## config.mk

```make
export PLATFORM = sky130hd
export DESIGN_NAME = fetch_unit
export DESIGN_NICKNAME = d
export VERILOG_FILES = /design/src/rtl/fetch_unit.sv
export SDC_FILE = /design/constraint.sdc
export NUM_CORES = 1
export LEC_CHECK = 0
export BUFFER_PORTS_ARGS = -buffer_cell sky130_fd_sc_hd__buf_2
export CORE_ASPECT_RATIO = 1.2
export CORE_UTILIZATION = 47
export DETAILED_ROUTE_END_ITERATION = 8
export PLACE_DENSITY_LB_ADDON = 0.12
export SLEW_MARGIN = 20
export SYNTH_ARGS = -nofsm -noshare
export SYNTH_HDL_FRONTEND = slang
export SYNTH_SLANG_ARGS = --single-unit
```

## constraint.sdc

```tcl
create_clock -name clk -period 1.7 [get_ports clk]
set_input_delay 0.17 -clock clk [delete_from_list [all_inputs] [get_ports clk]]
set_output_delay 0.17 -clock clk [all_outputs]
set_load 0.01 [all_outputs]
```

## src/rtl/fetch_unit.sv

```systemverilog
// Instruction fetch PC register plus a synchronised, rate-limited interrupt
// request path that hands one-cycle interrupt pulses to control.
`timescale 1ns/1ps
module fetch_unit #(
  parameter logic [7:0]  RESET_VECTOR = 8'h00,
  parameter int unsigned IRQ_HOLDOFF  = 4
) (
  input  logic       clk,
  input  logic       reset,
  input  logic       pc_jump,
  input  logic [7:0] pc_jmpaddr,
  input  logic       pc_freeze,
  input  logic       irq_in,
  input  logic       irq_enable,
  output logic [7:0] datamem_address,
  output logic       interrupt,
  output logic       irq_pending
);

  localparam logic [1:0] IDLE    = 2'd0;
  localparam logic [1:0] PENDING = 2'd1;
  localparam logic [1:0] HOLDOFF = 2'd2;
  localparam logic [3:0] HOLDOFF_LOAD = 4'(IRQ_HOLDOFF);

  logic [7:0] pc_q, pc_d;
  logic       sync1_q, sync2_q, prev_q;
  logic [1:0] flush_q;
  logic       arm_q;
  logic [1:0] state_q, state_d;
  logic [3:0] cnt_q, cnt_d;
  logic       latch_q, latch_d;
  logic       intr_q, intr_d;
  logic       pend_q, pend_d;
  logic       req_event;
  logic       issue_ok;

  always_comb begin
    pc_d = pc_q + 8'd1;
    if (pc_jump) begin
      pc_d = pc_jmpaddr;
    end else if (pc_freeze) begin
      pc_d = pc_q;
    end
  end

  always_ff @(posedge clk) begin
    if (reset) begin
      pc_q <= RESET_VECTOR;
    end else begin
      pc_q <= pc_d;
    end
  end

  // Events are only armed once the synchroniser has flushed its reset values
  // and seen irq_in low, so a level held high through reset never fires.
  always_ff @(posedge clk) begin
    if (reset) begin
      sync1_q <= 1'b0;
      sync2_q <= 1'b0;
      prev_q  <= 1'b0;
      flush_q <= 2'b00;
      arm_q   <= 1'b0;
    end else begin
      sync1_q <= irq_in;
      sync2_q <= sync1_q;
      prev_q  <= sync2_q;
      flush_q <= {flush_q[0], 1'b1};
      if (flush_q[1] && !sync2_q) begin
        arm_q <= 1'b1;
      end
    end
  end

  assign req_event = arm_q & sync2_q & ~prev_q;
  assign issue_ok  = ~pc_jump & ~pc_freeze & irq_enable;

  always_comb begin
    state_d = state_q;
    cnt_d   = cnt_q;
    latch_d = latch_q;
    intr_d  = 1'b0;
    case (state_q)
      IDLE: begin
        if (req_event && irq_enable) begin
          state_d = PENDING;
        end
      end
      PENDING: begin
        if (issue_ok) begin
          intr_d  = 1'b1;
          cnt_d   = HOLDOFF_LOAD;
          state_d = HOLDOFF;
        end
      end
      HOLDOFF: begin
        cnt_d = cnt_q - 4'd1;
        if (req_event && irq_enable) begin
          latch_d = 1'b1;
        end
        // A request landing on the final holdoff cycle is still carried over.
        if (cnt_q <= 4'd1) begin
          cnt_d   = 4'd0;
          state_d = latch_d ? PENDING : IDLE;
          latch_d = 1'b0;
        end
      end
      default: begin
        state_d = IDLE;
        cnt_d   = 4'd0;
        latch_d = 1'b0;
      end
    endcase
    pend_d = (state_d == PENDING) || ((state_d == HOLDOFF) && latch_d);
  end

  always_ff @(posedge clk) begin
    if (reset) begin
      state_q <= IDLE;
      cnt_q   <= 4'd0;
      latch_q <= 1'b0;
      intr_q  <= 1'b0;
      pend_q  <= 1'b0;
    end else begin
      state_q <= state_d;
      cnt_q   <= cnt_d;
      latch_q <= latch_d;
      intr_q  <= intr_d;
      pend_q  <= pend_d;
    end
  end

  assign datamem_address = pc_q;
  assign interrupt       = intr_q;
  assign irq_pending     = pend_q;

endmodule
```

# --- Word level (Yosys, flattened, before mapping) ---
# Index checks and enable logic that the tools add are counted.
totals:
  ff_bits: 23
  in_bits: 14
  output_inout_bits: 10
  elab_cells: 55
op_classes:
  n_addsub: 2
  magnitude_cmp: 1
  n_eq_ne: 6
  muxes: 16
  bitwise: 9
  n_reduce_logical: 9
op_table:
  columns: ["operator", "n"]
  rows:
  - ["$mux W8", 2]
  - ["$pmux W4 S3", 1]
  - ["$add A8 B1 Y8 const B", 1]
  - ["$mux W4", 2]
  - ["$mux W1", 6]
  - ["$mux W2", 3]
  - ["$pmux W2 S3", 1]
  - ["$not A1 Y1", 5]
  - ["$and A1 B1 Y1", 4]
  - ["$eq A2 B1 Y1 const B", 2]
  - ["$eq A2 B2 Y1 const B", 2]
  - ["$le A4 B1 Y1 const B", 1]
  - ["$ne A2 B2 Y1 const B", 2]
  - ["$reduce_or A2 Y1", 2]
  - ["$sub A4 B1 Y4 const B", 1]
  - ["$logic_and A1 B1 Y1", 3]
  - ["$logic_not A2 Y1", 1]
  - ["$pmux W1 S2", 1]
  - ["$reduce_and A2 Y1", 1]
  - ["$logic_not A1 Y1", 1]
  - ["$logic_or A1 B1 Y1", 1]

# --- Depth between registers and ports, before layout ---
# Gate-level depths: netlist of the first run.
depth:
  ltp_word: 11
  depth_mapped: 7
  mapped_depth_nobuf: 7

# --- Worst setup path after synthesis of the first run ---
# OpenSTA, ideal clock, no wires.
synth_path:
  path_type: "register to register"
  startpoint: "reg cnt_q[0]"
  endpoint: "reg pend_q, in the netlist irq_pending"
  setup_ps: 101
  t_arrival_ps: 1445
  required_time_ps: 1599
  slack_ps: 154
  path_stages_with_launch: 8
  n_path_buf: 0
  path_cell_list: "dfxtp_1 > inv_1 > ha_1 > nor2_1 > nor4_1 > o311ai_0 > nand3_1 > o41ai_1"
synth_via:
  elab_chain_cells: 6
  word_cells_on_any_way: 9
  classes_between: "order compare (1); eq/ne (2); mux (4); reduce/logical (2)"
synth_rtl:
  columns: ["element", "line_no", "source"]
  rows:
  - ["from (decl)", "30", "logic [3:0] cnt_q, cnt_d;"]
  - ["from (signal assigned)", "125", "cnt_q <= cnt_d;"]
  - ["$le A4 B1 Y1 (*)", "101", "if (cnt_q <= 4'd1) begin"]
  - ["$mux W2", "101", null]
  - ["$pmux W2 S3", "82", "case (state_q)"]
  - ["$eq A2 B2 Y1", "113", "pend_d = (state_d == PENDING) || ((state_d == HOLDOFF) && latch_d);"]
  - ["$logic_and A1 B1 Y1", "113", null]
  - ["$logic_or A1 B1 Y1 (*)", "113", null]
  - ["to (signal assigned)", "128", "pend_q <= pend_d;"]
  - ["to (decl)", "33", "logic pend_q, pend_d;"]
# Mark *: on every way between the ends. The rest lies on a longest branch, timed or not.
# A chain may end at the register's enable or synchronous reset.

# --- Final worst setup path of the first run ---
layout_path:
  startpoint: "reg state_q[1]"
  endpoint: "reg pend_q, in the netlist irq_pending"
layout_via:
  elab_chain_cells: 5
  word_cells_on_any_way: 13
  classes_between: "eq/ne (4); mux (5); reduce/logical (4)"
layout_rtl:
  columns: ["element", "line_no", "source"]
  rows:
  - ["from (decl)", "29", "logic [1:0] state_q, state_d;"]
  - ["from (signal assigned)", "124", "state_q <= state_d;"]
  - ["$eq A2 B2 Y1 (tied with other cells)", "82", null]
  - ["$pmux W2 S3 / $reduce_or A2 Y1 (equally long branches)", null, null]
  - ["$eq A2 B2 Y1 / $pmux W1 S2 (equally long branches)", "113, 82", null]
  - ["$logic_and A1 B1 Y1", "113", null]
  - ["$logic_or A1 B1 Y1 (*)", "113", null]
# Marks and branches as above.

==> implementation parameters, run 1 <==
Parameter                              Value

Status
  Result of the run    completed

Synthesis
  Number of flops mapped to enable cells by yosys    0
  Cell area after synthesis    1130 sq um
  Most frequently used cell type in the post-synthesis netlist    dfxtp_1
  Register bit count reported by yosys    23
  Top cell type by total area after synthesis    dfxtp_1
  Number of standard cells after synthesis    127
  Synth Warn #    0
  Share of the synthesized area in the top cell type    40.6%
  Nets in the synthesized netlist    roughly 150
  Post-synthesis sequential area ratio    between 40% and 50%
  Top_reg_cell synth    dfxtp_1
  Fraction of synthesis flops using an asynchronous set or reset pin    0%
  Cell types with the largest area share after synthesis    dfxtp_1, ha_1, nor2_1, a21oi_1, xnor2_1
  Distinct cells, synth    38
  Most numerous cell types in the synthesized netlist    dfxtp_1, nor2_1, a21oi_1, ha_1, inv_1
  Mean area per synthesized cell    8.94 sq um

STA
  Number of endpoints failing setup at the final stage    0
  Max frequency    between 600 and 700 MHz
  Setup repair after global routing missed its margin    false
  Transition time at the pin with the least slew margin    377 ps
  Final cycle utilization of the critical path    93.9%
  Final number of max-transition violations    0
  Min cycle time layout    1600 ps
  Final hold viol count    0
  Relative slew margins    around three quarters
  Worst Hold Slack    just under 70 ps
  Clock skew    2.06 ps

Place
  Area post-placement    1300 sq um
  Port-buffer cells    23
  Routability congestion estimate from global placement    about 0.87
  Number of cells in the design after placement    around 180
  Half-perimeter wire length after detailed placement    about 1700 microns

Die
  Initial core utilization    between 40% and 50%
  Die extent in y    around 56 microns
  Die Wd    between 40 and 50 microns
  Core region area    roughly 2300 sq um
  Row Count    19
  Ports placed on the boundary    24
  Floorplan die area    2620 sq um

CTS
  Worst-case clock buffer depth    2
  Number of clock buffers inserted by TritonCTS    3
  Clock root buffer    clkbuf_4
  Clock tree from TritonCTS    built
  Deepest level of the CTS H-tree    1
  Clock-pin slew on the worst setup and hold paths    120 ps
  Worst-Skew Late Latency    310 ps
  CTS sink count    23

Routing
  Number of remaining DRC errors    0
  First-pass DRT Iterations    5
  Via density per instance    around 5.2
  Antenna-violating nets left    0
  Avg WL per Cell    12.1 microns
  Total number of vias    between 900 and 1,000
  Initial DRC Count    25
  Post-detailed-routing wire length    ~2300 microns

Finish
  Number of fill cells    around 220
  Share of post-route cells with drive strength above 1    between 30% and 40%
  Seq. cell area    464 sq um
  Final nets    between 150 and 200
  Final cell count without fillers    187
  Area growth from synthesis to layout    20.2%
  Area occupied by multi-input gates    ~660 sq um
  Final instance area    between 1000 and 1500 sq um
  Antenna diode count    0

Power and ir drop
  Leakage power figure    0.595 nW
  Maximum vdd ir drop    approximately 0.53 mV
  Pwr/cell area    677 nW/um^2
  Design Power    923 uW

Critical path
  Critical Path Sink Type    register
  Crit Path Class    register to register
  Maximum fanout count along the critical path    4
  Worst setup SP type    register
  Required time at the endpoint of the critical path    1910 ps
  Arrival time at the worst endpoint    approximately 1800 ps
  Setup slack, reg-to-reg    100 ps

Flow run
  Max-cap check violation count    0

Global routing
  Number of antenna violations at the first check in global routing    0
  Global-route wire length before repair    around 3800 microns
  Overall routing resource usage    between 10% and 20%
  Largest net degree at the start of global routing    23
  Remaining Overflow, GRT    0
  Number of global-route vias before repair    approximately 950

Hold path
  Hold WC Path Type    input port to register
## sequential cells by signal, indices dropped and copies added, names as in the netlist, 2 cells and up
signal and count:
datamem_address 8, cnt_q 4, flush_q 2, state_q 2
## placed cells by master, fill, tap and decap left out, types with 3 or more instances in the layout
cell type and instances:
a21oi_1 11, buf_2 23, buf_4 5, clkbuf_4 3
dfxtp_1 20, dfxtp_2 3, ha_1 5, inv_1 7
mux2i_1 3, nand3_1 5, nor2_1 20, nor2b_1 4
o21ai_0 6, xnor2_1 4, xor2_1 3
## worst paths after layout
kind               from           to  cells after the start
min reg2reg     sync1_q      sync2_q                      1
max          state_q[1]  irq_pending                      6
min              irq_in      sync1_q                      2
max reg2reg  state_q[1]  irq_pending                      6
## where the power goes
| part | internal, mW | switching (mW) |
|---|---|---|
| clock network | 0.0916 | 0.157 |
| logic | 0.0503 | 0.0519 |
| registers | 0.558 | 0.0141 |
| total | 0.700 | 0.223 |
## cell families (layout without fill, tap and decap cells)
family,Yosys count,in the layout,share of synthesized area (%)
multiplexers,3,3,2.65
adder cells (fa/ha/maj),7,7,7.72
flip-flops,23,23,40.6
XOR/XNOR,7,7,5.40
AND/OR/NAND/NOR,50,50,24.4
AO/OA/AOI/OAI,27,27,15.3
buffers and inverters,10,39,3.97
## cell type report
class                   count  share of cell area, %
clock buffers               4                   1.93
inverters                   7                   1.93
multi-input cells          94                   48.1
flip-flops and latches     23                   34.0
well taps                  31                   2.84
repair buffers             28                   11.2
## metal layers
layer	vias to the layer above	GRT usage (%)	routed length, microns
met5	-	0	0
met4	0	8.98	34
met3	5	3.57	111
met2	28	33.3	1160
met1	443	22.4	960
li1	497	-	-
## repair_timing
item                                    4_1_cts  5_1_grt
resized for setup                             2        9
endpoints found under the setup margin        2        4
pin swaps                                     1        0
setup buffers                                 1        0
hold buffers                                  0        0
cloned                                        0        0
## through the flow
stage                     utilization (%)  setup TNS, ps  worst slack (ps)
after floorplan                         -              0               154
after global placement               57.0              0              49.5
after detailed placement             57.0          -56.0             -56.0
after CTS                            58.6              0              38.6
after global routing                 59.8              0              17.0
final                                59.8              0               103
## critical path, stage by stage, from the launching register on
cell and delay (ps):
dfxtp_1 340, inv_1 120, ha_2 250, nand4bb_1 140
a21oi_1 220, o31ai_2 120, o41ai_1 320
Note: power is estimated with default switching activity, not from simulation.
==> run 2, diff against run 1 <==
--- a/config.mk
+++ b/config.mk
@@ -7,9 +7,9 @@
 export LEC_CHECK = 0
 export BUFFER_PORTS_ARGS = -buffer_cell sky130_fd_sc_hd__buf_2
 export CORE_ASPECT_RATIO = 1.2
-export CORE_UTILIZATION = 47
+export CORE_UTILIZATION = 52
 export DETAILED_ROUTE_END_ITERATION = 8
-export PLACE_DENSITY_LB_ADDON = 0.12
+export PLACE_DENSITY = 0.82
 export SLEW_MARGIN = 20
 export SYNTH_ARGS = -nofsm -noshare
 export SYNTH_HDL_FRONTEND = slang
==> constraint.sdc (replaced) <==
create_clock -name clk -period 1.6 [get_ports clk]
set_input_delay 0.16 -clock clk [delete_from_list [all_inputs] [get_ports clk]]
set_output_delay 0.16 -clock clk [all_outputs]
set_load 0.01 [all_outputs]
==> run 2 against run 1 <==
Net effect:
- combinational power grew 9.8%
- cell area up 9.0%
- clock skew barely moved
- die area shrank 9.2%
- maximum frequency up 2.9%
- cell count is 3.7% higher
- clock power is 12% higher
- first-iteration DRC count shrank 36%
- setup slack lost 55 ps
- sequential cell count unchanged
- utilization increased by 13 points
- critical path type unchanged
- critical endpoint unchanged
==> implementation parameters, run 2 (synthesis results as in run 1) <==
Parameter                              Value

Status
  Result of the run    completed (unchanged)

Hold path
  Hold WC Path Type    input port to register (unchanged)

CTS
  Number of clock buffers inserted by TritonCTS    3 (unchanged)
  Worst-case clock buffer depth    2 (unchanged)
  Worst-Skew Late Latency    330 ps (was 310 ps)
  Clock root buffer    clkbuf_4 (unchanged)
  Clock-pin slew on the worst setup and hold paths    120 ps (about the same)
  Clock tree from TritonCTS    built (unchanged)
  Deepest level of the CTS H-tree    1 (unchanged)
  CTS sink count    23 (unchanged)

Critical path
  Maximum fanout count along the critical path    6 (was 4)
  Crit Path Class    register to register (unchanged)
  Critical Path, Cell by Cell    inv_1 -> ha_2 -> o21ai_0 -> o311ai_2 -> buf_4 -> o41ai_2 (was inv_1 -> ha_2 -> nand4bb_1 -> a21oi_1 -> o31ai_2 -> o41ai_1)
  Arrival time at the worst endpoint    1790 ps (was 1810 ps)
  Worst path slowest cell    dfxtp_4 (was dfxtp_1)
  Worst setup SP type    register (unchanged)
  Required time at the endpoint of the critical path    1840 ps (was 1910 ps)
  Largest stage delay on the critical path    400 ps (was 340 ps)
  Cell family contributing the most delay on the critical path    compound AO/OA/AOI/OAI gates (unchanged)
  Critical path buffer and inverter count    2 (was 1)
  Critical Path Sink Type    register (unchanged)

Die
  Floorplan die area    2370 sq um (was 2620 sq um)
  Die extent in y    53.2 microns (was 55.8 microns)
  Core region area    2050 sq um (was 2280 sq um)
  Die Wd    44.6 microns (was 46.9 microns)
  Row Count    18 (was 19)
  Ports placed on the boundary    24 (unchanged)
  Initial core utilization    55.4% (was 49.7%)

Global routing
  Number of antenna violations at the first check in global routing    0 (unchanged)
  Largest net degree at the start of global routing    23 (unchanged)
  Remaining Overflow, GRT    0 (unchanged)
  Number of global-route vias before repair    964 (was 949)
  Global-route wire length before repair    3910 microns (was 3800 microns)
  Overall routing resource usage    22.7% (was 19.6%)

Place
  Half-perimeter wire length after detailed placement    1780 microns (was 1660 microns)
  Worst setup slack before clock tree synthesis    -73.5 ps (was -56.0 ps)
  Port-buffer cells    23 (unchanged)
  Number of cells in the design after placement    188 (was 182)
  Routability congestion estimate from global placement    0.908 (was 0.866)

Finish
  Final core area utilization    72.5% (was 59.8%)
  Flip-flop count of the largest register, all copies and words added    8 (unchanged)
  Antenna diode count    0 (unchanged)
  Area occupied by multi-input gates    711 sq um (was 656 sq um)
  Commonest non-fill, non-tap cell in the layout    buf_2 (unchanged)
  Final cell count without fillers    194 (was 187)
  Share of post-route cells with drive strength above 1    40.9% (was 30.8%)
  Area growth from synthesis to layout    31.0% (was 20.2%)
  Number of fill cells    164 (was 224)
  Seq. cell area    473 sq um (was 464 sq um)
  Most frequent cells in the layout    buf_2, nor2_1, dfxtp_1 (unchanged)
  Final nets    186 (was 178)

STA
  Clock skew    1.60 ps (was 2.06 ps)
  Number of endpoints failing setup at the final stage    0 (unchanged)
  Min cycle time layout    1550 ps (was 1600 ps)
  Max frequency    644 MHz (was 626 MHz)
  Transition time at the pin with the least slew margin    404 ps (was 377 ps)
  Relative slew margins    73.0% (was 74.9%)
  Final number of max-transition violations    0 (unchanged)
  Final cycle utilization of the critical path    97.0% (was 93.9%)
  Final worst setup slack    48.3 ps (was 103 ps)
  Worst Hold Slack    29.2 ps (was 67.2 ps)
  Final hold viol count    0 (unchanged)

Routing
  Number of remaining DRC errors    0 (unchanged)
  Initial DRC Count    16 (was 25)
  Via density per instance    5.29 (was 5.20)
  Antenna-violating nets left    0 (unchanged)
  Total number of vias    1,026 (was 973)
  First-pass DRT Iterations    4 (was 5)
  Post-detailed-routing wire length    2480 microns (was 2260 microns)
  Avg WL per Cell    12.8 microns (was 12.1 microns)

Flow run
  Max-cap check violation count    0 (unchanged)

Power and ir drop
  Maximum vdd ir drop    0.468 mV (was 0.526 mV)
  Leakage power figure    0.654 nW (was 0.595 nW)
  Pwr/cell area    670 nW/um^2 (was 677 nW/um^2)
[run 2: cell types whose count changed in the layout (fill, tap and decap cells not counted), sizes merged]
cell  change
buf       +8
[run 2: metal layers]
metal  track usage [%]  share of wire (%)  vias to the layer above  wire [microns]
li1                  -                  -                      516               -
met5                 0                  0                        -               0
met1              23.8                 40                      477             988
met4              12.1                1.7                        0              42
met2              42.4                 55                       29            1360
met3              3.41                3.5                        4              87
[run 2: final cells by class]
type | count | area share (%)
well taps | 30 | 2.53
clock buffers | 4 | 1.77
repair buffers | 36 | 14.3
inverters | 7 | 1.77
multi-input cells | 94 | 47.8
flip-flops and latches | 23 | 31.8
[run 2: where the power goes]
group	switching [mW]	total, mW	internal, mW	leakage [nW]
combinational	0.0564	0.112	0.0551	0.447
sequential	0.0161	0.606	0.590	0.192
clock	0.180	0.278	0.0980	0.0150
[run 2: metrics by stage]
stage	power (mW)	TNS, ps	area, sq um
floorplan	0.685	0	1130
global placement	0.725	-7.73	1350
detailed placement	0.731	-155	1350
CTS	1.00	0	1400
global route	1.03	-27.8	1490
finish	0.996	0	1490
[run 2: what timing repair did]
item | in CTS | in global routing
resized for setup | 7 | 22
hold endpoints to repair | 0 | 0
hold buffers | 0 | 0
pin swaps | 2 | 8
setup buffers | 0 | 2
setup endpoints to repair | 3 | 2
[run 2: path summary, 6_finish.rpt]
path / startpoint / endpoint / slack [ps] / cells past startpoint
max reg2reg: state_q[0] / irq_pending / 50 / 6
min: irq_in / sync1_q / 30 / 2
max: state_q[0] / irq_pending / 50 / 6
min reg2reg: flush_q[0] / flush_q[1] / 450 / 1
